[src/rtl/memresp_pkg.sv]
// memresp_pkg
// Shared definitions for the memory responder slice:
//   - FSM state encoding (IDLE=0, WAIT=1, RESP=2)
//   - default parameter values for memory_responder
//   - width of the wait-state counter
package memresp_pkg;

    localparam logic [1:0] ST_IDLE = 2'd0;
    localparam logic [1:0] ST_WAIT = 2'd1;
    localparam logic [1:0] ST_RESP = 2'd2;

    localparam int DEF_ADDR_WIDTH  = 8;
    localparam int DEF_DATA_WIDTH  = 8;
    localparam int DEF_WAIT_STATES = 2;

    // Wide enough for wait_states in the range 0..15.
    localparam int CNT_W = 4;

endpackage

[src/rtl/memresp_array.sv]
// memresp_array
// Word storage for memory_responder: 2**addr_width words of data_width bits.
// Synchronous write and registered read, both gated by en_i. The read
// register holds its value until the next enabled read. Contents are not
// cleared by reset; only the read register is.
// Optional feature: MEMRESP_PARITY_EN adds one even-parity bit per word
// and a registered parity-error flag.
// Ports:
//   clk, rst    clock, asynchronous active-low reset
//   en_i        access strobe (one cycle)
//   we_i        1 = write wdata_i, 0 = read into rdata_o
//   addr_i      word address
//   wdata_i     write data
//   rdata_o     registered read data
//   par_err_o   registered parity error (MEMRESP_PARITY_EN only)
module memresp_array #(
    parameter int addr_width = 8,
    parameter int data_width = 8
) (
    input  logic                  clk,
    input  logic                  rst,
    input  logic                  en_i,
    input  logic                  we_i,
    input  logic [addr_width-1:0] addr_i,
    input  logic [data_width-1:0] wdata_i,
`ifdef MEMRESP_PARITY_EN
    output logic                  par_err_o,
`endif
    output logic [data_width-1:0] rdata_o
);

    localparam int DEPTH = 1 << addr_width;

    logic [data_width-1:0] mem_q [DEPTH];
    logic [data_width-1:0] rdata_q;

    always_ff @(posedge clk) begin
        if (en_i && we_i) begin
            mem_q[addr_i] <= wdata_i;
        end
    end

    always_ff @(posedge clk or negedge rst) begin
        if (!rst) begin
            rdata_q <= '0;
        end else if (en_i && !we_i) begin
            rdata_q <= mem_q[addr_i];
        end
    end

    assign rdata_o = rdata_q;

`ifdef MEMRESP_PARITY_EN
    logic par_mem_q [DEPTH];
    logic par_err_q;

    // Even parity: the stored bit makes the total count of ones even.
    always_ff @(posedge clk) begin
        if (en_i && we_i) begin
            par_mem_q[addr_i] <= ^wdata_i;
        end
    end

    always_ff @(posedge clk or negedge rst) begin
        if (!rst) begin
            par_err_q <= 1'b0;
        end else if (en_i && !we_i) begin
            par_err_q <= par_mem_q[addr_i] ^ (^mem_q[addr_i]);
        end
    end

    assign par_err_o = par_err_q;
`endif

endmodule

[src/rtl/memory_responder.sv]
// memory_responder
// Single-outstanding memory responder with a fixed number of wait states.
// A request is accepted only in IDLE; it is captured, waits wait_states
// cycles in WAIT, then spends exactly one cycle in RESP with ready=1.
// Optional feature: MEMRESP_PARITY_EN enables per-word parity and par_err.
// Ports:
//   clk, rst      clock, asynchronous active-low reset
//   addr          request word address
//   data_in       write data
//   req           request strobe (sampled only in IDLE)
//   we            1 = write, 0 = read (sampled with req)
//   data_out      read data, held until the next read response
//   ready         one-cycle response pulse
//   busy          request in flight (WAIT or RESP)
//   par_err       read parity error (MEMRESP_PARITY_EN only)
//   dbg_state_o   current FSM state, for checkers
//
// Handshake: req is a strobe, not a held valid. It is taken on any rising
// edge where state is IDLE and req=1; while busy=1 req is ignored and never
// queued. ready is a one-cycle completion pulse with no back-pressure;
// data_out (and par_err) are valid from the ready cycle onward.
module memory_responder
    import memresp_pkg::*;
#(
    parameter int addr_width  = DEF_ADDR_WIDTH,
    parameter int data_width  = DEF_DATA_WIDTH,
    parameter int wait_states = DEF_WAIT_STATES
) (
    input  logic                  clk,
    input  logic                  rst,
    input  logic [addr_width-1:0] addr,
    input  logic [data_width-1:0] data_in,
    input  logic                  req,
    input  logic                  we,
    output logic [data_width-1:0] data_out,
    output logic                  ready,
    output logic                  busy,
`ifdef MEMRESP_PARITY_EN
    output logic                  par_err,
`endif
    output logic [1:0]            dbg_state_o
);

    logic [1:0]            state_q, state_d;
    logic [CNT_W-1:0]      cnt_q, cnt_d;
    logic [addr_width-1:0] addr_q;
    logic [data_width-1:0] wdata_q;
    logic                  we_q;

    logic                  capture;
    logic                  commit;
    logic [addr_width-1:0] acc_addr;
    logic [data_width-1:0] acc_wdata;
    logic                  acc_we;

    assign capture = (state_q == ST_IDLE) && req;

    always_comb begin
        state_d = state_q;
        cnt_d   = cnt_q;
        commit  = 1'b0;
        case (state_q)
            ST_IDLE: begin
                if (req) begin
                    if (wait_states == 0) begin
                        state_d = ST_RESP;
                        commit  = 1'b1;
                    end else begin
                        state_d = ST_WAIT;
                        cnt_d   = CNT_W'(wait_states);
                    end
                end
            end
            ST_WAIT: begin
                cnt_d = cnt_q - CNT_W'(1);
                if (cnt_q == CNT_W'(1)) begin
                    state_d = ST_RESP;
                    commit  = 1'b1;
                end
            end
            ST_RESP: state_d = ST_IDLE;
            default: state_d = ST_IDLE;
        endcase
    end

    always_ff @(posedge clk or negedge rst) begin
        if (!rst) begin
            state_q <= ST_IDLE;
            cnt_q   <= '0;
            addr_q  <= '0;
            wdata_q <= '0;
            we_q    <= 1'b0;
        end else begin
            state_q <= state_d;
            cnt_q   <= cnt_d;
            if (capture) begin
                addr_q  <= addr;
                wdata_q <= data_in;
                we_q    <= we;
            end
        end
    end

    // With wait_states=0 the array access happens on the same edge as the
    // capture, so the live inputs are used instead of the capture registers.
    assign acc_addr  = capture ? addr    : addr_q;
    assign acc_wdata = capture ? data_in : wdata_q;
    assign acc_we    = capture ? we      : we_q;

    // The array is touched only on the edge entering RESP, so a reset during
    // WAIT drops a pending write without committing it.
    memresp_array #(
        .addr_width (addr_width),
        .data_width (data_width)
    ) u_array (
        .clk       (clk),
        .rst       (rst),
        .en_i      (commit),
        .we_i      (acc_we),
        .addr_i    (acc_addr),
        .wdata_i   (acc_wdata),
`ifdef MEMRESP_PARITY_EN
        .par_err_o (par_err),
`endif
        .rdata_o   (data_out)
    );

    assign ready       = (state_q == ST_RESP);
    assign busy        = (state_q != ST_IDLE);
    assign dbg_state_o = state_q;

endmodule

[config.mk]
export PLATFORM = sky130hd
export DESIGN_NAME = memory_responder
export DESIGN_NICKNAME = d
export VERILOG_FILES = /design/src/rtl/memresp_pkg.sv /design/src/rtl/memresp_array.sv /design/src/rtl/memory_responder.sv
export SDC_FILE = /design/constraint.sdc
export NUM_CORES = 2
export LEC_CHECK = 0
export ABC_AREA = 1
export CORE_MARGIN = 4
export CORE_UTILIZATION = 35
export DETAILED_ROUTE_END_ITERATION = 16
export PLACE_DENSITY = 0.58
export SLEW_MARGIN = 20
export SYNTH_ARGS = -nofsm -noshare
export SYNTH_HDL_FRONTEND = slang
export SYNTH_SLANG_ARGS = --single-unit
[constraint.sdc]
create_clock -name clk -period 6.3 [get_ports clk]
set_input_delay 1.575 -clock clk [delete_from_list [all_inputs] [get_ports clk]]
set_output_delay 1.575 -clock clk [all_outputs]
set_load 0.1 [all_outputs]
# After elaboration in Yosys (flattened, before gate mapping)
# Memories as Yosys holds them, arrays and structs flattened. A register that Yosys moved wholly into a read port is not among the register bits.
# Cells that the tools add are included.
# totals
ramBits	2048
mem_count	1
inputBits	20
wordCells	34
out_inout_bits	12
ff_bits	23
# memory_table
name	words	width	read_ports	rd_clocked_by_memory_dff	write_ports	line	text
u_array.mem_q	256	8	1	1	1	memresp_array.sv:34	logic [data_width-1:0] mem_q [DEPTH];
# classes
n_reduce_logical	10
n_eq_ne	5
addsub	1
mux	12
# op_table
cell	count
two-way mux 8 bit	2
case mux 4 bit (2 select lines)	1
two-way mux 1 bit	5
equality test 4 x 1 -> 1 bit (second input constant)	1
two-way mux 2 bit	2
two-way mux 4 bit	1
inequality test 2 bit (second input constant)	2
case mux 2 bit (2 select lines)	1
AND reduction 2 bit	2
nonzero test 2 bit	2
subtractor 4 x 1 -> 4 bit (second input constant)	1
logical AND 1 bit	3
equality test 2 x 1 -> 1 bit (second input constant)	1
equality test 2 bit (second input constant)	1
zero test 1 bit	2
zero test 2 bit	1

# Longest topological paths before layout
# logic_depth
word_depth	6
mapped_depth	21
mapped_depth_nobuf	18

# By module
# From an unflattened synthesis, not the netlist that was laid out.
# unflattened
cells_unflattened	7818
hier_area_um2	85121.6
# by_module_without_submodules
mod	area_each_um2	cells_per_inst	seq_area_each_um2	n_inst
memresp_array	84133.2	7707	61699.2	1
memory_responder	988.4	111	575.6	1

# Worst setup path after synthesis
# No wires, ideal clock.
# synth_timing
kind	input to register
start	input port req
end	memory u_array.mem_q[0][0] (data pin)
stages	5
path_buffers	2
t_arrival_ps	5169
setup_ps	827
required_ps	5473
setup_slack_ps	305
cell_sequence	nand2_2 > buf_6 > clkbuf_1 > nand2_1 > nand2_1
# synth_between
elab_chain_len	2
# synth_lines
element	line	text
start, declared	memory_responder.sv:33	input logic req,
logical AND 1 bit	memory_responder.sv:56	assign capture = (state_q == ST_IDLE) && req;
two-way mux 8 bit	--	
via acc_wdata[0]	memory_responder.sv:53	logic [data_width-1:0] acc_wdata;
end, declared	memresp_array.sv:34	
# The timed path passes the listed nets, and every way through them passes these cells.

# Final worst setup path
# layout_timing
start	input port req
end	memory u_array.mem_q[158][7], enable pin
# layout_between
elab_chain_len	5
elab_cells_between_ends	6
cone_classes	4 x mux; 2 x reduce/logical
# layout_lines
element	line	text
logical AND 1 bit (*)	memory_responder.sv:56	
two-way mux 1 bit	--	
logical AND 1 bit	memresp_array.sv:38	if (en_i && we_i) begin
two-way mux 1 bit	memresp_array.sv:38	
two-way mux 1 bit (not written as such)	memresp_array.sv:39	mem_q[addr_i] <= wdata_i;
# Every way passes the cells marked *; elsewhere a longest branch is shown, timed or not.

==> results.cfg <==
[hold_path]
min_to = cnt_q[3]
holdPathStages = 1
min_path_type = reg2reg
min_from = cnt_q[3]

[global_route]
grt_overflow = 0
grt_usage = 0.193
grt_pass1_wl_um = 375000
grt_pass1_vias = 57000
antenna_found_initial = 5
grt_start_max_net_pins = 173

[drt]
routedWlPerCell_um = 21.4
drc = 0
drtIter0Drc = 6777
viasPerCell = 4.98
detail-route-antenna-nets = 0
num_vias = 59000
finalWirelength_um = 253000
first_pass_iters = 6

[clocking]
numCtsBuffers = 211
clk_latency_ns = 0.85
clock-sinks = 2079
clk_pin_slew_ns = 0.06
postCtsSetupRepairBufs = 0
cts_hold_buf = 0
ctsResizeCount = 0
clockRootBuffer = clkbuf_16
cts_max_path_buffers = 3
cts_max_level = 4
cts_tree = built

[worst_setup_path]
worst_ep_arrival_time_ns = 5.53
cp-start-kind = primary input
worstReg2RegStart = dbg_state_o[0]
r2r-end = u_array.mem_q[158][7]
cp_max_fo = 15
required_ns = 6.76
r2r_setup_slack_ns = 1.85
worst_r2r_path_depth = 8
endpoint_kind = flip-flop
crit_type = in2reg

[timing]
hold_viol = 0
skew_ns = 0.0480
rsz0062_at_grt = false
worst_slew_pin_slew_ns = 1.12
drv_slew = 0
setup_viol = 0
whs_ns = 0.492
tns_ns = 0
fin_crit_ns = 5.07
finalCritPeriodShare = 0.805
relSlewSlack = 0.256
max_freq_ghz = 0.197

[yosys]
yosysSeqAreaShare = 0.716
syn-cell-area_um2 = 87000
syn_avg_cell_area_um2 = 10.3
synth_seq_cells = 2079
synth_cell_types = 25
syn-num-nets = 8431
yosysWarnings = 0
synth_cells = 8409

[power]
power_density_nw_per_um2 = 503
leakagePower_uw = 0.0386
ir_worst_vdd_v = 0.000605

[placed_design]
hpwlAfterDp_um = 148000
gp_congestion = 0.880
portBuffers = 31

[cells_and_area]
area_growth_pct = 12.8
fin_nets = 8382
drive_above_1_share = 0.0592

[floorplan]
dieArea_um2 = 257000
die_height_um = 507
die_w_um = 507
fp-row-count = 182
core_um2 = 247000
io_pins = 32
initial_core_util = 0.353

[status]
outcome = finished clean

[job]
drv_cap = 0
area by class of cell:
type	instances	area (um^2)
antenna	4	10.0
clock buffer	252	5560
clock inverter	132	1210
fill	23700	148000
inverter	52	203
multi-input combinational	5829	22600
sequential	2079	62300
tap	3312	4140
timing repair buffer	187	2080
metal layers:
| layer | up-vias | part of all wire | global-route usage |
|---|---|---|---|
| li1 | 27400 | - | - |
| met1 | 28800 | 0.42 | 0.269 |
| met2 | 2388 | 0.46 | 0.310 |
| met3 | 408 | 0.078 | 0.0309 |
| met4 | 0 | 0.034 | 0.0647 |
| met5 | - | 0 | 0 |
state kept, by name, indices dropped and copies added (netlist names):
register and cells:
cnt_q 4, dbg_state_o 2, we_q 1, u_array.mem_q 2048
addr_q 8, u_array.rdata_o 8, wdata_q 8
worst max-delay path by stage:
stage               start               endpoint  slack, ns  cells past startpoint
global route          req  u_array.mem_q[154][4]       1.08                      8
CTS                   req  u_array.mem_q[154][4]       1.24                      8
detailed placement    req  u_array.mem_q[154][4]       0.34                      8
finish                req  u_array.mem_q[158][7]       1.23                      8
global placement      req  u_array.mem_q[158][6]       0.39                     10
floorplan             req    u_array.mem_q[0][0]       0.30                      5
cells by family after synthesis:
family / Yosys count / share of synthesized area
muxes: 1 / 0.000115
DFF: 2079 / 0.716
and+or+nand+nor: 5797 / 0.256
buffers and inverters: 501 / 0.0259
adders and majority gates: 2 / 0.000288
AOI/OAI and AO/OA: 29 / 0.00175
placed cells by master (no fill, tap or decap), types with 4 or more instances in the layout:
| cell type | netlist | layout |
|---|---|---|
| clkbuf_16 | 0 | 215 |
| o21ai_1 | 10 | 10 |
| buf_12 | 0 | 50 |
| nand3_1 | 394 | 392 |
| bufinv_16 | 0 | 20 |
| nand2_1 | 4767 | 4759 |
| o21ai_0 | 9 | 9 |
| nand2_4 | 0 | 8 |
| clkbuf_8 | 0 | 4 |
| edfxtp_1 | 2048 | 2048 |
| inv_6 | 0 | 4 |
| inv_1 | 46 | 46 |
| nor2_1 | 621 | 618 |
| clkinv_8 | 0 | 4 |
| diode_2 | 0 | 4 |
| nor2_4 | 1 | 7 |
| a21oi_1 | 7 | 7 |
| clkinv_1 | 0 | 45 |
| clkbuf_1 | 144 | 33 |
| clkinv_4 | 0 | 4 |
| inv_2 | 6 | 5 |
| dfrtp_1 | 31 | 31 |
| clkdlybuf4s50_1 | 0 | 22 |
| clkinv_2 | 0 | 52 |
| buf_4 | 6 | 114 |
critical path: stages:
cell and delay [ns]:
clkdlybuf4s50_1 0.57, nand2_2 0.34, inv_2 0.46, or2_2 0.18, o21ai_0 0.11, nor2_1 0.48, nand3_1 0.89, nor2_1 0.89
metrics by stage:
| step | util | setup WS (ns) | std cells | instance area [um^2] | total power [uW] |
|---|---|---|---|---|---|
| detailed placement | 0.370 | 0.338 | 11500 | 91400 | 37200 |
| global route | 0.398 | 1.08 | 11800 | 98100 | 51900 |
| floorplan | - | 0.305 | 8409 | 87000 | 29900 |
| CTS | 0.398 | 1.24 | 11800 | 98100 | 49500 |
| finish | 0.398 | 1.23 | 11800 | 98100 | 49300 |
| global placement | 0.370 | 0.385 | 11500 | 91400 | 37100 |
cell usage after synthesis:
master       n  area [um^2]
mux2i_1      1         10.0
buf_2      274         1370
o21ai_0      9         45.0
buf_6        1         11.3
inv_2        6         22.5
inv_1       46          173
nand2_2      6         37.5
nor2_2       4         25.0
a31oi_1      1         6.26
nand3_1    394         1970
nor2_1     621         2330
o21ai_1     10         50.1
nand2_1   4767        17900
ha_1         2         25.0
edfxtp_1  2048        61500
clkbuf_1   144          541
dfrtp_1     31          776
o21ai_2      1         8.76
a21oi_1      7         35.0
or2_1        1         6.26
nor2_4       1         11.3
buf_4        6         45.0
a22oi_1      1         7.51
or2_2        3         18.8
buf_1       24         90.1
power by group:
group | switching [uW] | internal, uW | leakage (uW) | total [uW]
combinational | 15000 | 4360 | 0.0163 | 19300
sequential | 63.4 | 17500 | 0.0189 | 17600
clock | 5310 | 7080 | 0.00335 | 12400
(Power assumes the default switching activity.)
